[src/rtl/ifu_prefetch.sv]
// Instruction-fetch unit: AXI-lite read master with credit-limited outstanding fetches
// and a registered prefetch queue feeding the decoder over valid/ready.
module ifu_prefetch #(
    parameter int unsigned     XLEN       = 64,
    parameter int unsigned     ADDR_W     = 32,
    parameter int unsigned     DATA_W     = 64,
    parameter int unsigned     FIFO_DEPTH = 4,
    parameter int unsigned     MAX_OUT    = 2,
    parameter logic [XLEN-1:0] RESET_PC   = 64'h8000_0000
) (
    input  logic              clk,
    input  logic              rst,
    input  logic              intr_valid,
    input  logic [XLEN-1:0]   intr_pc,
    input  logic              jump_valid,
    input  logic [XLEN-1:0]   jump_pc,
    output logic              arvalid,
    output logic [ADDR_W-1:0] araddr,
    input  logic              arready,
    input  logic              rvalid,
    input  logic [DATA_W-1:0] rdata,
    input  logic [1:0]        rresp,
    output logic              rready,
    output logic              inst_valid,
    input  logic              inst_ready,
    output logic [31:0]       inst,
    output logic [XLEN-1:0]   inst_pc,
    output logic              inst_fault
);
    localparam int unsigned PW = $clog2(FIFO_DEPTH);
    localparam int unsigned CW = $clog2(FIFO_DEPTH + 1);
    localparam logic [CW-1:0] MaxOut = CW'(MAX_OUT);
    localparam logic [CW:0]   Depth  = (CW + 1)'(FIFO_DEPTH);

    logic [XLEN-1:0] fetch_pc_q, fetch_pc_d;
    logic [XLEN-1:0] rsp_pc_q, rsp_pc_d;
    logic [XLEN-1:0] pend_pc_q, pend_pc_d;
    logic            pend_valid_q, pend_valid_d;
    logic [CW-1:0]   inflight_q, inflight_d;
    logic [CW-1:0]   drop_cnt_q, drop_cnt_d;
    logic [CW-1:0]   count_q, count_d;
    logic [PW-1:0]   wr_ptr_q, wr_ptr_d;
    logic [PW-1:0]   rd_ptr_q, rd_ptr_d;

    logic [31:0]     mem_inst_q  [FIFO_DEPTH];
    logic [XLEN-1:0] mem_pc_q    [FIFO_DEPTH];
    logic            mem_fault_q [FIFO_DEPTH];

    logic            redir, ar_hs, ar_stall, push, drop, pop;
    logic [XLEN-1:0] redir_pc;
    logic [31:0]     inst_sel;

    // Credit covers both in-flight fetches and queued entries, so a push never overflows.
    assign arvalid = ~rst & (inflight_q < MaxOut) &
                     (({1'b0, inflight_q} + {1'b0, count_q}) < Depth);
    assign araddr  = fetch_pc_q[ADDR_W-1:0];
    assign rready  = 1'b1;

    assign redir    = intr_valid | jump_valid;
    assign redir_pc = intr_valid ? intr_pc : jump_pc;
    assign ar_hs    = arvalid & arready;
    assign ar_stall = arvalid & ~arready;
    assign drop     = rvalid & (drop_cnt_q != '0);
    assign push     = rvalid & (drop_cnt_q == '0) & ~redir;
    assign pop      = inst_valid & inst_ready & ~redir;
    assign inst_sel = rsp_pc_q[2] ? rdata[63:32] : rdata[31:0];

    assign inst_valid = (count_q != '0);
    assign inst       = mem_inst_q[rd_ptr_q];
    assign inst_pc    = mem_pc_q[rd_ptr_q];
    assign inst_fault = mem_fault_q[rd_ptr_q];

    always_comb begin
        fetch_pc_d   = fetch_pc_q;
        pend_pc_d    = pend_pc_q;
        pend_valid_d = pend_valid_q;
        rsp_pc_d     = rsp_pc_q;
        inflight_d   = inflight_q;
        drop_cnt_d   = drop_cnt_q;
        count_d      = count_q;
        wr_ptr_d     = wr_ptr_q;
        rd_ptr_d     = rd_ptr_q;

        if (ar_hs) inflight_d = inflight_d + CW'(1);
        if (rvalid) inflight_d = inflight_d - CW'(1);

        // A stalled AR that outlived a redirect carries a stale address: count it as a drop.
        if (ar_hs) begin
            if (pend_valid_q) begin
                fetch_pc_d   = pend_pc_q;
                pend_valid_d = 1'b0;
                drop_cnt_d   = drop_cnt_d + CW'(1);
            end else begin
                fetch_pc_d = fetch_pc_q + XLEN'(4);
            end
        end
        if (drop) drop_cnt_d = drop_cnt_d - CW'(1);

        if (push) begin
            rsp_pc_d = rsp_pc_q + XLEN'(4);
            wr_ptr_d = wr_ptr_q + PW'(1);
            count_d  = count_d + CW'(1);
        end
        if (pop) begin
            rd_ptr_d = rd_ptr_q + PW'(1);
            count_d  = count_d - CW'(1);
        end

        if (redir) begin
            drop_cnt_d = inflight_d;
            rsp_pc_d   = redir_pc;
            count_d    = '0;
            rd_ptr_d   = wr_ptr_q;
            if (ar_stall) begin
                pend_pc_d    = redir_pc;
                pend_valid_d = 1'b1;
            end else begin
                fetch_pc_d   = redir_pc;
                pend_valid_d = 1'b0;
            end
        end
    end

    always_ff @(posedge clk or posedge rst) begin
        if (rst) begin
            fetch_pc_q   <= RESET_PC;
            rsp_pc_q     <= RESET_PC;
            pend_pc_q    <= '0;
            pend_valid_q <= 1'b0;
            inflight_q   <= '0;
            drop_cnt_q   <= '0;
            count_q      <= '0;
            wr_ptr_q     <= '0;
            rd_ptr_q     <= '0;
        end else begin
            fetch_pc_q   <= fetch_pc_d;
            rsp_pc_q     <= rsp_pc_d;
            pend_pc_q    <= pend_pc_d;
            pend_valid_q <= pend_valid_d;
            inflight_q   <= inflight_d;
            drop_cnt_q   <= drop_cnt_d;
            count_q      <= count_d;
            wr_ptr_q     <= wr_ptr_d;
            rd_ptr_q     <= rd_ptr_d;
        end
    end

    always_ff @(posedge clk or posedge rst) begin
        if (rst) begin
            for (int unsigned i = 0; i < FIFO_DEPTH; i++) begin
                mem_inst_q[i]  <= '0;
                mem_pc_q[i]    <= '0;
                mem_fault_q[i] <= 1'b0;
            end
        end else if (push) begin
            mem_inst_q[wr_ptr_q]  <= inst_sel;
            mem_pc_q[wr_ptr_q]    <= rsp_pc_q;
            mem_fault_q[wr_ptr_q] <= (rresp != 2'b00);
        end
    end

endmodule
[config.mk]
export PLATFORM = sky130hd
export DESIGN_NAME = ifu_prefetch
export DESIGN_NICKNAME = d
export VERILOG_FILES = /design/src/rtl/ifu_prefetch.sv
export SDC_FILE = /design/constraint.sdc
export NUM_CORES = 1
export LEC_CHECK = 0
export ABC_AREA = 1
export ABC_CLOCK_PERIOD_IN_PS = 35900
export CAP_MARGIN = 20
export CORE_AREA = 2 2 289 291
export DETAILED_ROUTE_END_ITERATION = 8
export DIE_AREA = 0 0 291 293
export GPL_ROUTABILITY_DRIVEN = 0
export HOLD_SLACK_MARGIN = 0.03
export PLACE_DENSITY_LB_ADDON = 0.08
export REMOVE_ABC_BUFFERS = 1
export SYNTH_ARGS = -nofsm -noshare
export SYNTH_HDL_FRONTEND = slang
export SYNTH_SLANG_ARGS = --single-unit
[constraint.sdc]
create_clock -name clk -period 35.9 [get_ports clk]
set_input_delay 3.59 -clock clk [delete_from_list [all_inputs] [get_ports clk]]
set_output_delay 3.59 -clock clk [all_outputs]
set_load 0.05 [all_outputs]
==> impl_metrics.py, run 1 <==
metrics = {
    "sta": {
        "fin_tns_setup_ns": 0,
        "slew_headroom_pct": 26.6,
        "final.setup_skew_ns": 0.0250,
        "timing_hold_violations_final": 0,
        "worst_slew_pin_slew_ns": 1.10,
        "fin_ws_ns": 26.60,
        "setup_violations": 0,
        "fin_crit_sh_pct": 25.9,
        "fin_crit_ns": 9.30,
        "slew_violations": 0,
        "fmax_ghz": 0.108,
        "rsz0062_at_grt": "false",
    },
    "route": {
        "firstDrtPassIters": 5,
        "routedWlPerCell_microns": 19.9,
        "drc": 0,
        "routed_wl_microns": 95300,
        "vias": 24300,
        "dr.first_iter.drc_count": 1841,
        "ant_nets": 0,
        "vias_per_cell": 5.06,
    },
    "worst_setup_path": {
        "critPathMaxFanout": 52,
        "r2r_slack_ns": 32.43,
        "timing.rr.start": "drop_cnt_q[0]$_DFF_PP0_",
        "r2r-end": "mem_inst_q[10]$_DFFE_PP0P_",
        "endpoint_kind": "primary output",
        "rr_worst_depth": 11,
        "path_class": "input pin to primary output",
        "arrival_ns": 5.71,
        "crit_required_ns": 32.31,
        "cp-start-kind": "input pin",
    },
    "floorplan": {
        "ioPinCount": 333,
        "die-width_microns": 291,
        "die_h_microns": 293,
        "std_cell_rows": 105,
        "start_util_pct": 32.9,
        "dieArea_sq_um": 85300,
        "core_sq_um": 81800,
    },
    "final_layout": {
        "num_antenna_cells": 0,
        "area_growth_pct": 21.8,
        "seqCellArea_sq_um": 13300,
        "finalNetCount": 3903,
        "multiInputGateArea_sq_um": 11900,
        "drive_above_1_share_pct": 4.88,
        "fin_area_sq_um": 32800,
        "fin_util_pct": 40.0,
        "fillers": 8613,
    },
    "logic_synthesis": {
        "ys_seq_elements": 530,
        "synth_cell_type_count": 48,
        "yosysWarnings": 0,
        "syn_inst": 3471,
        "synth_area_sq_um": 26900,
        "syn_avg_cell_area_sq_um": 7.75,
        "yosysSeqAreaShare_pct": 49.3,
    },
    "min_path": {
        "hp-start": "mem_pc_q[102]$_DFFE_PP0P_",
        "hold_class": "flop to flop",
        "whs_endpoint": "mem_pc_q[102]$_DFFE_PP0P_",
        "whs_path_depth": 2,
    },
    "placed_design": {
        "hpwl_microns": 63100,
        "port_buffers": 331,
        "pre_cts_ws_ns": 26.58,
        "post_dp_cell_area_sq_um": 30800,
    },
    "clocking": {
        "ctsResizeCount": 0,
        "cts_hold_repair.buffers": 0,
        "cts_tree": "built",
        "clk_pin_slew_ns": 0.05,
        "clockBufferDepth": 3,
        "h-tree-depth": 2,
        "cts_buffers": 60,
        "clk_latency_ns": 0.64,
        "cts.sinks": 530,
        "clock-root-buffer": "clkbuf_16",
        "post_cts_buffers": 0,
    },
    "grt": {
        "grt_max_degree": 145,
        "grt_pass1_wl_microns": 148000,
        "grt-ovfl-total": 0,
        "grt_pass1_vias": 23900,
        "grt_usage_pct": 22.2,
        "antenna_found_initial": 2,
    },
    "power": {
        "power_density_nw_per_um2": 84.0,
        "irDropWorstVdd_v": 0.0000593,
        "cellLeakagePower_nw": 14.4,
        "power.total_mw": 2.75,
    },
    "job": {
        "maxCapViolCount": 0,
    },
    "status": {
        "status": "finished, final reports clean",
    },
}
worst max-delay path, stage by stage:
cell             delay, ns
clkdlybuf4s50_1       0.50
inv_8                 0.35
nand3_1               0.23
nor2_4                0.17
clkdlybuf4s50_1       0.82
state kept, by name, indices dropped and copies added (netlist names), 3 cells and up:
signal,count
count_q,3
drop_cnt_q,3
fetch_pc_q,32
inflight_q,3
mem_fault_q,4
mem_inst_q,128
mem_pc_q,256
pend_pc_q,32
rsp_pc_q,64
synthesized netlist by cell type (all sizes together):
| master | number | share of area [%] |
|---|---|---|
| nand2 | 872 | 12 |
| o21ai | 552 | 10 |
| nor2 | 549 | 8.0 |
| dfrtp | 528 | 49 |
| inv | 192 | 2.7 |
| a31oi | 134 | 3.1 |
| clkbuf | 112 | 1.6 |
| buf | 99 | 2.2 |
| nand3 | 89 | 1.7 |
| o22ai | 88 | 2.0 |
| a21oi | 83 | 1.6 |
| xor2 | 26 | 0.85 |
| nand4 | 23 | 0.53 |
| o211ai | 19 | 0.53 |
| a221oi | 16 | 0.52 |
| a22oi | 16 | 0.45 |
| ha | 16 | 0.74 |
| mux2 | 10 | 0.42 |
| nor3 | 10 | 0.19 |
| o221ai | 9 | 0.29 |
| xnor2 | 8 | 0.26 |
| clkinv | 3 | 0.042 |
| dfstp | 2 | 0.20 |
| nand3b | 2 | 0.056 |
| o21bai | 2 | 0.056 |
| or2 | 2 | 0.047 |
| a211oi | 1 | 0.028 |
| a21boi | 1 | 0.028 |
| a31o | 1 | 0.033 |
| and2 | 1 | 0.023 |
| conb | 1 | 0.014 |
| nor3b | 1 | 0.028 |
| nor4 | 1 | 0.023 |
| o21a | 1 | 0.028 |
| o311ai | 1 | 0.033 |
routing by layer:
layer | GRT usage (%) | up-vias | share of wire [%] | routed length [microns]
li1 | - | 12000 | - | -
met1 | 29.9 | 11700 | 46 | 43500
met2 | 37.1 | 518 | 47 | 44900
met3 | 3.33 | 133 | 4.4 | 4160
met4 | 6.66 | 0 | 2.8 | 2710
met5 | 0 | - | 0 | 0
logic make-up after synthesis:
logic type,share of synthesized area (%)
AND/OR/NAND/NOR,23.0
AO/OA/AOI/OAI,19.0
flip-flops,49.3
buffers and inverters,6.45
XOR/XNOR,1.11
adder cells (fa/ha/maj),0.744
multiplexers,0.419
other,0.0139
through the flow:
| stage | hold slack (ns) | cells |
|---|---|---|
| after floorplan | 0.444 | 3260 |
| after global placement | 0.461 | 4694 |
| after detailed placement | 0.467 | 4694 |
| after CTS | 0.482 | 4800 |
| after global routing | 0.493 | 4800 |
| final | 0.477 | 4800 |
how the worst max path moves through the flow:
stage	from	end	cells after the start
2_1_floorplan	rst	arvalid	3
3_3_place_gp	rst	arvalid	5
3_5_place_dp	rst	arvalid	5
4_1_cts	rst	arvalid	5
5_1_grt	rst	arvalid	5
6_report	rst	arvalid	5
placed cells by master, fill, tap and decap left out, types with 17 or more instances in the layout:
cell type and n:
nand2_1 858, o21ai_0 541, nor2_1 534, dfrtp_1 525, clkdlybuf4s50_1 330, inv_1 181
a31oi_1 134, o22ai_1 88, nand3_1 87, a21oi_1 82, clkbuf_16 60, buf_4 32
xor2_1 26, nand4_1 23, o211ai_1 19, clkbuf_8 17
area by class of cell:
class / count / share of cell area (%)
multi-input cells: 2535 / 36.4
inverters: 195 / 2.28
flip-flops and latches: 530 / 40.5
clock inverters: 13 / 0.412
repair buffers: 364 / 10.9
clock buffers: 93 / 5.48
well taps: 1070 / 4.09
where the power goes:
group	switching (mW)	leakage, nW	total (mW)	internal (mW)
logic	0.807	6.61	1.20	0.392
clock network	0.256	0.948	0.611	0.355
registers	0.136	6.87	0.945	0.809
total	1.20	14.4	2.75	1.56
No activity file was read; power rests on OpenSTA's default activity.
==> run 2: changes to the inputs <==
Settings changed: ABC_CLOCK_PERIOD_IN_PS 35900 to 7500.
Clock period 35.9 ns to 7.5 ns, I/O delays scaled along.
==> impl_metrics.py, run 2 (synthesis gave the netlist of run 1 again) <==
metrics = {
    "status": {
        "status": "finished, final reports clean",
    },
    "final_layout": {
        "finalNetCount": 3904,
        "fillers": 8606,
        "drive_above_1_share_pct": 4.99,
        "mostFrequentLayoutCell": "nand2_1",
        "fin_area_sq_um": 32900,
        "final_cell_mix": "nand2_1, o21ai_0, nor2_1",
        "area_growth_pct": 22.3,
        "largest_reg_flops": 256,
        "top_register": "mem_pc_q",
        "reg_top3": "mem_pc_q: 256 flops, mem_inst_q: 128 flops, rsp_pc_q: 64 flops",
        "num_antenna_cells": 0,
        "fin_cells": 4799,
    },
    "sta": {
        "slew_headroom_pct": 22.1,
        "fin_ws_ns": 2.36,
        "fin_tns_setup_ns": 0,
        "worst_slew_pin_slew_ns": 1.17,
        "fin_crit_sh_pct": 68.6,
        "slew_violations": 0,
        "fin_crit_ns": 5.14,
        "setup_violations": 0,
        "timing_hold_violations_final": 0,
        "rsz0062_at_grt": "false",
        "fmax_ghz": 0.194,
        "final.setup_skew_ns": 0.0208,
    },
    "floorplan": {
        "std_cell_rows": 105,
        "start_util_pct": 32.9,
        "die_h_microns": 293,
        "die-width_microns": 291,
        "dieArea_sq_um": 85300,
        "ioPinCount": 333,
        "core_sq_um": 81800,
    },
    "worst_setup_path": {
        "endpoint_kind": "primary output",
        "arrival_ns": 4.39,
        "critPathMaxFanout": 56,
        "cp-start-kind": "flop",
        "path_class": "flop to primary output",
        "crit_required_ns": 6.75,
    },
    "clocking": {
        "cts_tree": "built",
        "ctsResizeCount": 0,
        "clock-root-buffer": "clkbuf_16",
        "cts_buffers": 66,
        "clockBufferDepth": 3,
        "cts_hold_repair.buffers": 0,
        "clk_latency_ns": 0.60,
        "cts.sinks": 530,
        "clk_pin_slew_ns": 0.06,
        "post_cts_buffers": 0,
        "h-tree-depth": 3,
    },
    "min_path": {
        "hold_class": "flop to flop",
    },
    "placed_design": {
        "pre_cts_ws_ns": 2.65,
        "post_dp_cell_area_sq_um": 30800,
        "dp_cells": 4688,
        "port_buffers": 331,
        "hpwl_microns": 64500,
    },
    "grt": {
        "grt_pass1_wl_microns": 148000,
        "grt_pass1_vias": 24200,
        "grt-ovfl-total": 0,
        "grt_max_degree": 160,
        "grt_usage_pct": 22.3,
        "antenna_found_initial": 3,
    },
    "route": {
        "ant_nets": 0,
        "firstDrtPassIters": 6,
        "vias": 24500,
        "vias_per_cell": 5.10,
        "dr.first_iter.drc_count": 1832,
        "routed_wl_microns": 96100,
        "drc": 0,
        "routedWlPerCell_microns": 20.0,
    },
    "job": {
        "maxCapViolCount": 0,
    },
    "power": {
        "switching_share_pct": 43.4,
        "power.total_mw": 13.4,
        "p_int_mw": 7.57,
        "cellLeakagePower_nw": 14.5,
        "comb_power_share_pct": 42.9,
        "pwr-share-seq_pct": 34.0,
        "pwr-share-clk_pct": 23.1,
        "irDropWorstVdd_v": 0.000225,
        "power_density_nw_per_um2": 406,
        "p_sw_mw": 5.80,
    },
}
run 2: cell count changes in the layout (fill, tap and decap cells not counted):
cell and delta:
clkinv_8 -1, clkinvlp_4 -1, buf_4 -7, clkinv_2 +4
clkbuf_8 -2, clkbuf_1 -5, buf_12 +2, clkbuf_16 +9
bufinv_16 -2, clkinv_4 +1, inv_6 +1
run 2: stage by stage:
step,util [%],hold WS [ns]
detailed placement,37.6,0.468
floorplan,-,0.444
global route,40.2,0.494
global placement,37.6,0.461
CTS,40.2,0.482
finish,40.2,0.474
run 2: layer usage:
metal / GRT usage (%) / vias up / wire [microns]
met5: 0 / - / 0
met4: 5.78 / 0 / 2250
met2: 37.0 / 584 / 45100
met1: 30.2 / 11800 / 44400
li1: - / 12000 / -
met3: 3.70 / 123 / 4310
run 2: final cells by class:
type	instances	area [sq um]	share of cell area (%)
clock inverters	15	88.8	0.270
flip-flops and latches	530	13300	40.4
well taps	1070	1340	4.07
inverters	195	746	2.27
repair buffers	359	3560	10.8
clock buffers	95	1970	6.00
multi-input cells	2535	11900	36.2
run 2: worst paths after layout:
path | slack [ns] | endpoint | depth (start not counted) | startpoint
hold reg to reg | 0.47 | mem_pc_q[97]$_DFFE_PP0P_ | 2 | mem_pc_q[97]$_DFFE_PP0P_
min in group asynchronous | 0.54 | pend_pc_q[22]$_DFFE_PP0P_ | 2 | rst
setup / recovery | 2.36 | inst_pc[23] | 6 | rd_ptr_q[1]$_DFFE_PP0P_
hold / removal | 0.47 | mem_pc_q[97]$_DFFE_PP0P_ | 2 | mem_pc_q[97]$_DFFE_PP0P_
setup reg to reg | 4.15 | drop_cnt_q[2]$_DFF_PP0_ | 16 | inflight_q[1]$_DFF_PP0_
max in group asynchronous | 4.35 | mem_pc_q[247]$_DFFE_PP0P_ | 5 | rst
run 2: critical path, stage by stage, from the launching register on:
cell and delay (ns):
dfrtp_4 0.68, clkinv_2 0.42, buf_4 0.64, buf_4 0.51, o21ai_0 0.16, o22ai_1 0.39, clkdlybuf4s50_1 0.89
run 2: power groups by stage:
stage               combinational [mW]  sequential, mW  clock [mW]
floorplan                         3.74            4.57           0
global placement                  5.77            4.59           0
detailed placement                5.80            4.58           0
CTS                               5.81            4.55        3.16
global route                      6.28            4.69        3.29
finish                            5.73            4.55        3.08
==> run 3: changes to the inputs <==
Settings changed: ABC_CLOCK_PERIOD_IN_PS 7500 to 5380.
Clock period 7.5 ns to 5.38 ns, I/O delays scaled along.
==> impl_metrics.py, run 3 (synthesis gave the netlist of run 1 again) <==
metrics = {
    "status": {
        "status": "finished, final reports clean",
    },
    "grt": {
        "grt_pass1_vias": 24300,
        "grt_usage_pct": 22.7,
        "grt_max_degree": 185,
        "grt_pass1_wl_microns": 151000,
        "antenna_found_initial": 1,
        "grt-ovfl-total": 0,
    },
    "worst_setup_path": {
        "path_cells": "buf_4 -> o21ai_0 -> o22ai_1 -> clkdlybuf4s50_1",
        "critical_path.top_delay_family": "buffers and inverters",
        "critPathMaxStageDelay_ns": 0.88,
        "endpoint_kind": "primary output",
        "path_class": "flop to primary output",
        "crit_required_ns": 4.84,
        "crit_buf_inv": 2,
        "cp-start-kind": "flop",
        "r2r-end": "rsp_pc_q[42]$_DFFE_PP0P_",
        "crit_path_top_delay_cell": "clkdlybuf4s50_1",
        "rr_worst_depth": 10,
        "arrival_ns": 3.55,
        "timing.rr.start": "rsp_pc_q[2]$_DFFE_PP0P_",
        "cp.depth": 4,
        "critPathMaxFanout": 46,
        "cp-startpoint": "rd_ptr_q[1]$_DFFE_PP0P_",
        "worstSetupEndpoint": "inst_pc[25]",
        "r2r_slack_ns": 2.31,
    },
    "final_layout": {
        "drive_above_1_share_pct": 5.36,
        "top_register": "mem_pc_q",
        "finalNetCount": 3919,
        "multiInputGateArea_sq_um": 11900,
        "seqCellArea_sq_um": 13300,
        "num_antenna_cells": 0,
        "fin_area_sq_um": 33200,
        "area_growth_pct": 23.4,
        "mostFrequentLayoutCell": "nand2_1",
        "fillers": 8602,
        "final_cell_mix": "nand2_1, o21ai_0, nor2_1",
        "largest_reg_flops": 256,
        "reg_top3": "mem_pc_q: 256 flops, mem_inst_q: 128 flops, rsp_pc_q: 64 flops",
    },
    "sta": {
        "slew_violations": 0,
        "fmax_ghz": 0.245,
        "final.setup_skew_ns": 0.0191,
        "fin_crit_sh_pct": 76.0,
        "setup_violations": 0,
        "rsz0062_at_grt": "false",
        "timing_hold_violations_final": 0,
        "fin_crit_ns": 4.09,
        "worst_slew_pin_slew_ns": 1.12,
        "slew_headroom_pct": 25.4,
        "fin_tns_setup_ns": 0,
    },
    "floorplan": {
        "die-width_microns": 291,
        "start_util_pct": 32.9,
        "core_sq_um": 81800,
        "std_cell_rows": 105,
        "dieArea_sq_um": 85300,
        "ioPinCount": 333,
        "die_h_microns": 293,
    },
    "clocking": {
        "clockBufferDepth": 3,
        "h-tree-depth": 3,
        "cts_hold_repair.buffers": 0,
        "cts_tree": "built",
        "clock-root-buffer": "clkbuf_16",
        "clk_pin_slew_ns": 0.06,
        "post_cts_buffers": 0,
        "ctsResizeCount": 0,
        "cts.sinks": 530,
        "clk_latency_ns": 0.59,
        "cts_buffers": 66,
    },
    "power": {
        "irDropWorstVdd_v": 0.000325,
        "cellLeakagePower_nw": 14.6,
        "power_density_nw_per_um2": 572,
    },
    "route": {
        "drt-met1-wl_microns": 45300,
        "routedWlPerCell_microns": 20.3,
        "routed_wl_microns": 97800,
        "drc": 0,
        "ant_nets": 0,
        "vias": 24600,
        "route.met2.wl_microns": 45900,
        "routed.top_layer": "met4",
        "dr_wl_met3_microns": 4320,
        "vias_per_cell": 5.11,
        "firstDrtPassIters": 5,
        "dr.first_iter.drc_count": 1828,
    },
    "min_path": {
        "hold_class": "input pin to async pin",
    },
    "placed_design": {
        "hpwl_microns": 65500,
        "post_dp_cell_area_sq_um": 31000,
        "port_buffers": 331,
    },
    "job": {
        "maxCapViolCount": 0,
    },
}
==> run 3: cell count changes in the layout (fill, tap and decap cells not counted), sizes merged <==
| cell | before | now |
|---|---|---|
| inv | 194 | 193 |
| buf | 29 | 44 |
| clkbuf | 95 | 98 |
| clkinv | 15 | 12 |
| bufinv | 0 | 6 |
| clkinvlp | 1 | 0 |
==> run 3: worst min-delay path by stage <==
stage | startpoint | slack, ns | to
final | rst | 0.36 | mem_pc_q[144]$_DFFE_PP0P_
after global routing | rst | 0.37 | mem_pc_q[144]$_DFFE_PP0P_
after global placement | mem_pc_q[108]$_DFFE_PP0P_ | 0.46 | mem_pc_q[108]$_DFFE_PP0P_
after floorplan | mem_fault_q[1]$_DFFE_PP0P_ | 0.44 | mem_fault_q[1]$_DFFE_PP0P_
after detailed placement | mem_pc_q[181]$_DFFE_PP0P_ | 0.47 | mem_pc_q[181]$_DFFE_PP0P_
after CTS | rst | 0.34 | mem_pc_q[144]$_DFFE_PP0P_
==> run 3: cell type report <==
| cell class | instances | area share, % |
|---|---|---|
| well taps | 1070 | 4.03 |
| flip-flops and latches | 530 | 40.0 |
| repair buffers | 374 | 11.1 |
| clock buffers | 98 | 6.02 |
| inverters | 195 | 2.25 |
| clock inverters | 16 | 0.705 |
| multi-input cells | 2535 | 35.9 |
==> run 3: through the flow <==
step / setup WS, ns / hold WS, ns / cells / utilization [%] / total power [mW]
6_report: 1.29 / 0.359 / 4818 / 40.5 / 19.0
5_1_grt: 1.18 / 0.371 / 4818 / 40.5 / 20.2
4_1_cts: 1.25 / 0.339 / 4818 / 40.5 / 19.2
3_5_place_dp: 1.60 / 0.468 / 4704 / 37.8 / 14.5
3_3_place_gp: 1.64 / 0.460 / 4704 / 37.8 / 14.4
2_1_floorplan: -10.34 / 0.444 / 3260 / - / 11.6
==> run 3: metal layers <==
metal	up-vias	global-route usage (%)
li1	12000	-
met1	11900	31.3
met2	571	37.8
met3	120	3.30
met4	0	5.38
met5	-	0
==> run 3: report_power, final <==
part | internal, mW | switching [mW]
logic | 2.65 | 5.40
registers | 5.40 | 0.904
clock network | 2.85 | 1.77
total | 10.9 | 8.07
